<file path="config.mk">
export PLATFORM = sky130hd
export DESIGN_NAME = dcm_ctrl
export DESIGN_NICKNAME = d
export VERILOG_FILES = /design/src/rtl/dcm_ctrl_pkg.sv /design/src/rtl/dcm_channel.sv /design/src/rtl/dcm_ctrl.sv
export SDC_FILE = /design/constraint.sdc
export NUM_CORES = 2
export LEC_CHECK = 0
export CORE_ASPECT_RATIO = 1.4
export CORE_MARGIN = 3
export CORE_UTILIZATION = 35
export DETAILED_ROUTE_END_ITERATION = 8
export HOLD_SLACK_MARGIN = 0.02
export PLACE_DENSITY = 0.52
export REMOVE_ABC_BUFFERS = 1
export SETUP_SLACK_MARGIN = 0.5
export SYNTH_ARGS = -nofsm -noshare
export SYNTH_HDL_FRONTEND = slang
export SYNTH_SLANG_ARGS = --single-unit
</file>
<file path="constraint.sdc">
create_clock -name clk -period 6.3 [get_ports clk]
set_clock_uncertainty 0.2 [all_clocks]
set_input_delay 1.26 -clock clk [delete_from_list [all_inputs] [get_ports clk]]
set_output_delay 1.26 -clock clk [all_outputs]
set_load 0.05 [all_outputs]
</file>
<file path="src/rtl/dcm_ctrl_pkg.sv">
// dcm_ctrl_pkg: shared sizes, register map constants and SPI FSM states for the motor controller.
package dcm_ctrl_pkg;
  localparam int NUM_CH      = 6;
  localparam int POS_W       = 24;
  localparam int PWM_DIV     = 4;
  localparam int STATUS_BASE = 0;
  localparam int CTRL_BASE   = 64;
  localparam int CH_STRIDE   = 4;
  localparam int FLAG_FAULT  = 0;
  localparam int FLAG_OTW    = 1;
  localparam int FLAG_AT     = 2;
  localparam int FLAG_MOV    = 3;
  typedef enum logic [1:0] {S_IDLE, S_CMD, S_DATA} spi_state_e;
endpackage

</file>
<file path="src/rtl/dcm_channel.sv">
// dcm_channel: one motor channel - encoder counting, direction latch, position compare, PWM gating, flags.
module dcm_channel
  import dcm_ctrl_pkg::*;
(
  input  logic             clk,
  input  logic             reset,
  input  logic             pulse_i,
  input  logic             fault_i,
  input  logic             otw_i,
  input  logic             wr_en_i,
  input  logic [1:0]       wr_idx_i,
  input  logic [7:0]       wr_data_i,
  input  logic [7:0]       speed_i,
  input  logic [POS_W-1:0] target_i,
  input  logic [7:0]       pwm_cnt_i,
  output logic [31:0]      status_o,
  output logic             left_o,
  output logic             right_o,
  output logic             fault_o
);
  logic [2:0] pulse_q;
  logic [1:0] fault_s_q, otw_s_q, dir_q, dir_d;
  logic fault_q, fault_d, otw_q, otw_d, at, drive, pwm, rise, wf;
  logic [3:0] hi_q, hi_d;
  logic [7:0] flags;
  logic [POS_W-1:0] pos_q, pos_d, cnt, err;
  always_comb begin
    err = target_i - pos_q;
    at = pos_q == target_i;
    drive = |speed_i && !fault_q && !at;
    pwm = pwm_cnt_i < speed_i;
    right_o = drive & ~err[POS_W-1] & pwm;
    left_o = drive & err[POS_W-1] & pwm;
    rise = pulse_q[1] & ~pulse_q[2];
    dir_d = drive ? {1'b1, ~err[POS_W-1]} : dir_q;
    cnt = (rise && dir_q[1]) ? (dir_q[0] ? pos_q + 1'b1 : pos_q - 1'b1) : pos_q;
    // the SPI byte replaces only its own byte of the freshly counted value
    pos_d = {(wr_en_i && wr_idx_i == 2'd1) ? wr_data_i : cnt[23:16],
             (wr_en_i && wr_idx_i == 2'd2) ? wr_data_i : cnt[15:8],
             (wr_en_i && wr_idx_i == 2'd3) ? wr_data_i : cnt[7:0]};
    wf = wr_en_i && wr_idx_i == 2'd0;
    fault_d = (wf ? wr_data_i[FLAG_FAULT] : fault_q) | fault_s_q[1];
    otw_d = (wf ? wr_data_i[FLAG_OTW] : otw_q) | otw_s_q[1];
    hi_d = wf ? wr_data_i[7:4] : hi_q;
    flags = {hi_q, 4'b0000};
    flags[FLAG_FAULT] = fault_q;
    flags[FLAG_OTW] = otw_q;
    flags[FLAG_AT] = at;
    flags[FLAG_MOV] = drive;
    status_o = {flags, pos_q};
    fault_o = fault_q;
  end
  always_ff @(posedge clk or negedge reset) begin
    if (!reset) begin
      pulse_q <= '0;
      fault_s_q <= '0;
      otw_s_q <= '0;
      dir_q <= '0;
      fault_q <= 1'b0;
      otw_q <= 1'b0;
      hi_q <= '0;
      pos_q <= '0;
    end else begin
      pulse_q <= {pulse_q[1:0], pulse_i};
      fault_s_q <= {fault_s_q[0], fault_i};
      otw_s_q <= {otw_s_q[0], otw_i};
      dir_q <= dir_d;
      fault_q <= fault_d;
      otw_q <= otw_d;
      hi_q <= hi_d;
      pos_q <= pos_d;
    end
  end
endmodule

</file>
<file path="src/rtl/dcm_ctrl.sv">
// dcm_ctrl: SPI-mapped 6-channel DC motor position controller.
// Holds the SPI slave, the 128-byte register RAM, the shared PWM counter and the channel array.
module dcm_ctrl
  import dcm_ctrl_pkg::*;
(
  input  logic              clk,
  input  logic              reset,
  input  logic              spi_ss,
  input  logic              spi_clk,
  input  logic              spi_mosi,
  output logic              spi_miso,
  output logic [NUM_CH-1:0] motor_left,
  output logic [NUM_CH-1:0] motor_right,
  output logic [NUM_CH-1:0] motor_reset,
  input  logic [NUM_CH-1:0] motor_pulse,
  input  logic [NUM_CH-1:0] motor_fault,
  input  logic [NUM_CH-1:0] motor_otw
);
  localparam int DIV_W = $clog2(PWM_DIV);
  localparam logic [6:0] ST_END = 7'(STATUS_BASE + NUM_CH * CH_STRIDE);
  spi_state_e st_q, st_d;
  logic [1:0] ss_q, mosi_q;
  logic [2:0] sck_q, cnt_q, cnt_d;
  logic [6:0] rx_q, rx_d, addr_q, addr_d;
  logic [7:0] sh_q, sh_d, full, rd_byte, pwm_q;
  logic rw_q, rw_d, miso_q, miso_d, load_q, load_d, wr_en, snap_en, st_wr, run_q, ss_s, rise, fall;
  logic [DIV_W-1:0] div_q;
  logic [7:0] mem_q [128];
  logic [31:0] snap_q [NUM_CH];
  logic [31:0] status [NUM_CH];
  logic [NUM_CH-1:0] fault;
  assign ss_s = ss_q[1];
  assign rise = sck_q[1] & ~sck_q[2];
  assign fall = ~sck_q[1] & sck_q[2];
  assign full = {rx_q, mosi_q[1]};
  assign st_wr = wr_en && addr_q >= 7'(STATUS_BASE) && addr_q < ST_END;
  // status reads come from the snapshot so multi-byte positions are coherent
  assign rd_byte = (addr_q >= 7'(STATUS_BASE) && addr_q < ST_END) ?
                   snap_q[addr_q[4:2]][{~addr_q[1:0], 3'b000} +: 8] : mem_q[addr_q];
  assign spi_miso = miso_q;
  assign motor_reset = fault | {NUM_CH{~run_q}};
  always_comb begin
    st_d = st_q;
    cnt_d = cnt_q;
    rx_d = rx_q;
    rw_d = rw_q;
    addr_d = addr_q;
    sh_d = load_q ? rd_byte : sh_q;
    miso_d = miso_q;
    load_d = 1'b0;
    wr_en = 1'b0;
    snap_en = 1'b0;
    if (ss_s) begin
      st_d = S_IDLE;
      cnt_d = '0;
      sh_d = '0;
      miso_d = 1'b0;
    end else begin
      if (st_q == S_IDLE) st_d = S_CMD;
      if (fall) begin
        miso_d = sh_q[7];
        sh_d = {sh_q[6:0], 1'b0};
      end
      if (rise) begin
        rx_d = full[6:0];
        cnt_d = cnt_q + 3'd1;
        if (cnt_q == 3'd7 && st_q == S_DATA) begin
          wr_en = rw_q;
          addr_d = addr_q + 7'd1;
          load_d = ~rw_q;
        end else if (cnt_q == 3'd7) begin
          rw_d = full[7];
          addr_d = full[6:0];
          st_d = S_DATA;
          load_d = ~full[7];
          snap_en = 1'b1;
        end
      end
    end
  end
  always_ff @(posedge clk or negedge reset) begin
    if (!reset) begin
      ss_q <= 2'b11;
      sck_q <= 3'b111;
      mosi_q <= '0;
      st_q <= S_IDLE;
      cnt_q <= '0;
      rx_q <= '0;
      rw_q <= 1'b0;
      addr_q <= '0;
      sh_q <= '0;
      miso_q <= 1'b0;
      load_q <= 1'b0;
      div_q <= '0;
      pwm_q <= '0;
      run_q <= 1'b0;
    end else begin
      ss_q <= {ss_q[0], spi_ss};
      sck_q <= {sck_q[1:0], spi_clk};
      mosi_q <= {mosi_q[0], spi_mosi};
      st_q <= st_d;
      cnt_q <= cnt_d;
      rx_q <= rx_d;
      rw_q <= rw_d;
      addr_q <= addr_d;
      sh_q <= sh_d;
      miso_q <= miso_d;
      load_q <= load_d;
      div_q <= (div_q == DIV_W'(PWM_DIV - 1)) ? '0 : div_q + 1'b1;
      pwm_q <= pwm_q + 8'(div_q == DIV_W'(PWM_DIV - 1));
      run_q <= 1'b1;
    end
  end
  always_ff @(posedge clk or negedge reset) begin
    if (!reset) begin
      for (int i = 0; i < 128; i++) mem_q[i] <= '0;
      for (int i = 0; i < NUM_CH; i++) snap_q[i] <= '0;
    end else begin
      if (wr_en) mem_q[addr_q] <= full;
      if (snap_en) for (int i = 0; i < NUM_CH; i++) snap_q[i] <= status[i];
    end
  end
  for (genvar n = 0; n < NUM_CH; n++) begin : g_ch
    dcm_channel u_ch (
      .clk       (clk),
      .reset     (reset),
      .pulse_i   (motor_pulse[n]),
      .fault_i   (motor_fault[n]),
      .otw_i     (motor_otw[n]),
      .wr_en_i   (st_wr && addr_q[4:2] == 3'(n)),
      .wr_idx_i  (addr_q[1:0]),
      .wr_data_i (full),
      .speed_i   (mem_q[CTRL_BASE + CH_STRIDE * n]),
      .target_i  ({mem_q[CTRL_BASE + CH_STRIDE * n + 1], mem_q[CTRL_BASE + CH_STRIDE * n + 2],
                   mem_q[CTRL_BASE + CH_STRIDE * n + 3]}),
      .pwm_cnt_i (pwm_q),
      .status_o  (status[n]),
      .left_o    (motor_left[n]),
      .right_o   (motor_right[n]),
      .fault_o   (fault[n])
    );
  end
endmodule

</file>
==> flow_summary.toml <==
[status]
outcome = "finished clean"

[layout]
fin_util_pct = 39.4
final_net_count = 6707
postLayoutCellArea_sq_mm = 0.0771
syn_to_final_growth_pct = 11.4
final_common_cell = "dfrtp_1"
nFillCells = 19200
final_cell_mix = "dfrtp_1 (1290), mux2_2 (866), nand2_1 (766)"
drive_gt1_share_pct = 20.7

[synthesis]
muxShareOfSynthArea_pct = 17.4
avgSynthCellArea_sq_um = 10.7
synth-edff-count = 0
synth_top_area_cell = "dfrtp_1"
synth_area_sq_mm = 0.0693
synth.distinct_cells = 92
synth-seq-cells = 1306
synth-adder-area-share_pct = 5.97
ys_seq_area_share_pct = 47.2
syn_inst = 6446
synth_top_area_share_pct = 47.0
synth_top_family_by_area = "multiplexers"
yosys.area_share.simple_pct = 9.27
ys_async_sr_fraction_pct = 100
yosysWarnings = 0
ys.flop_type = "dfrtp_1"
yosys-top-cells-area = "dfrtp_1 (47%), mux2_2 (14%), ha_1 (5.8%)"
synth_compound_area_share_pct = 14.5
synth_xor_area_share_pct = 1.68

[pwr]
vdd_ir_drop_max_mv = 0.175
p_leak_nw = 36.2
power_density_mw_per_mm2 = 242

[floorplan]
die_y_um = 532
ios = 42
die_w_um = 382
dieArea_sq_mm = 0.203
row_count = 192
core_sq_mm = 0.196
initial_utilization_pct = 35.3

[critical_path]
rrSetupSlack_ps = 1490
cp_top_family = "simple AND/OR/NAND/NOR gates"
r2r-end = "sh_q[7]"
worstSetupStartpoint = "mem_q[496]"
critical_path_class = "reg2out"
required_ps = 4840
startpoint_type = "register"
path_depth = 9
arrival_ps = 4170
cp_max_fo = 5
path_buf_inv = 1
cpPeakStageDelay_ps = 710
worstRegToRegCells = 11
crit_slowest_cell = "clkdlybuf4s50_1"
end_kind = "primary output"
crit_end = "motor_right[0]"
crit_chain = "ha_1, nand4_1, or2_2, nor3_1, and3_1, a211o_1, or3_1, nor2_1, clkdlybuf4s50_1"
r2r-start = "addr_q[0]"

[sta]
timing.fmax_mhz = 178
setup_ws_ps = 669
tightestPinTransition_ps = 1380
fin_hold_ws_ps = 140
setup_viol_count_final = 0
slew_headroom_pct = 8.13
min_period_ps = 5630
rsz0062_at_grt = "false"
hold_viol_final = 0
period_share_pct = 89.4
drv_slew = 0

[cts]
cts_buffers = 150
cts.path.max_buffers = 4
cts_tree = "done"
cts_max_level = 4
cts.clk_slew.worst_paths_ps = 60
clock_sinks = 1306
clock_latency_ps = 810
cts_root_buffer = "clkbuf_16"

[placement]
dp_hpwl_mm = 162
portBuffers = 41
place_ws_ps = 1210
gp_congestion = 0.927
placed_area_sq_mm = 0.0723

[grt]
grt_pass1_wl_mm = 353
grt_max_degree = 267
antenna_found_initial = 9
first_global_vias = 51700
grt_overflow_total = 0
grt_use_total_pct = 23.0

[detailed_routing]
top_layer = "met5"
drc = 0
via_count = 51500
drt_first_pass_iters = 6
wl_met1_mm = 98.8
vias_per_cell = 5.67
wl_met3_mm = 11.6
avgRoutedWirePerCell_um = 26.2
drtIter0Drc = 4184
postRouteWirelength_mm = 238
ant_nets = 0
wl_met2_mm = 114

[run]
max_cap_violations = 0

[min_path]
hold_class = "reg2reg"
hold_depth = 0
## where the power goes
part           total, mW  internal (mW)  switching (mW)  leakage (nW)
clock network       8.79           5.14            3.64          2.34
logic               1.20          0.126            1.08          15.8
registers           8.64           8.43           0.208          18.0
## registers in the layout (all words and copies together) (netlist names), 12 cells and up
signal,count
g_ch.u_ch.dir_q,12
g_ch.u_ch.fault_s_q,12
g_ch.u_ch.hi_q,24
g_ch.u_ch.otw_s_q,12
g_ch.u_ch.pos_q,144
g_ch.u_ch.pulse_q,18
mem_q,832
snap_q,192
## logic make-up (layout without fill, tap and decap cells)
| logic type | Yosys count | in the layout |
|---|---|---|
| buffers and inverters | 628 | 639 |
| AO/OA/AOI/OAI | 1568 | 1568 |
| AND/OR/NAND/NOR | 1458 | 1458 |
| adder cells (fa/ha/maj) | 327 | 327 |
| other | 1 | 6 |
| XOR/XNOR | 133 | 133 |
| multiplexers | 1025 | 1025 |
| flip-flops | 1306 | 1306 |
## timing repair
item	in CTS	in global routing
gates resized for setup	1	4
hold buffers	0	0
setup endpoints to repair	1	4
setup buffers	0	0
## Yosys cell counts (12+ instances only)
master and count:
dfrtp_1 1301, mux2_2 866, nand2_1 766, o21ai_0 506, a21oi_1 370, ha_1 321
nor2_1 291, clkbuf_1 254, inv_1 223, a221oi_1 122, a21o_1 118, mux2i_1 102
buf_2 79, a22oi_1 76, xnor2_1 69, nand3_1 64, xor2_1 64, o21a_1 60
mux4_2 57, nor3_1 57, a211oi_1 53, nor2b_1 53, nand4_1 52, buf_4 43
nand2b_1 36, a31oi_1 32, and3_1 32, o211ai_1 28, a211o_1 25, nor4_1 24
a222oi_1 21, a221o_1 20, or3_1 19, o21bai_1 16, buf_6 14, o31ai_1 14
buf_1 13, a22o_1 12
## cell type report
type / instances / area (sq um) / area share (%)
multi-input combinational: 4512 / 33900 / 44.0
sequential: 1306 / 32700 / 42.4
clock buffer: 209 / 4280 / 5.55
tap: 2619 / 3280 / 4.25
timing repair buffer: 163 / 1580 / 2.05
inverter: 224 / 843 / 1.09
clock inverter: 43 / 513 / 0.665
antenna: 5 / 12.5 / 0.0162
## per-stage QoR
| step | TNS [ps] | power [mW] | cells |
|---|---|---|---|
| 6_report | 0 | 18.6 | 9081 |
| 5_1_grt | 0 | 19.2 | 9078 |
| 4_1_cts | 0 | 18.8 | 9076 |
| 3_5_place_dp | 0 | 10.0 | 8824 |
| 3_3_place_gp | 0 | 10.0 | 8824 |
| 2_1_floorplan | -1197080 | 9.01 | 6042 |
## worst reg2reg max path, delay by kind of cell (launching register included)
| family | cells | cell delay [ps] |
|---|---|---|
| compound gates | 3 | 1040 |
| simple gates | 6 | 2010 |
| buf+inv | 2 | 700 |
| flops | 1 | 750 |
## per-layer routing
metal	track usage (%)	vias to the layer above
li1	-	23100
met1	29.2	26400
met2	38.4	1453
met3	2.92	508
met4	11.6	8
met5	0	-
## worst min path at each step
| stage | from | end | slack (ps) |
|---|---|---|---|
| after floorplan | g_ch[0].u_ch.fault_s_q[0] | g_ch[0].u_ch.fault_s_q[1] | 130 |
| after global placement | g_ch[0].u_ch.fault_s_q[0] | g_ch[0].u_ch.fault_s_q[1] | 130 |
| after detailed placement | mosi_q[0] | mosi_q[1] | 140 |
| after CTS | g_ch[2].u_ch.otw_s_q[0] | g_ch[2].u_ch.otw_s_q[1] | 140 |
| after global routing | g_ch[3].u_ch.fault_s_q[0] | g_ch[3].u_ch.fault_s_q[1] | 150 |
| final | g_ch[0].u_ch.pulse_q[0] | g_ch[0].u_ch.pulse_q[1] | 140 |
Power figures use the tool's default switching activity.
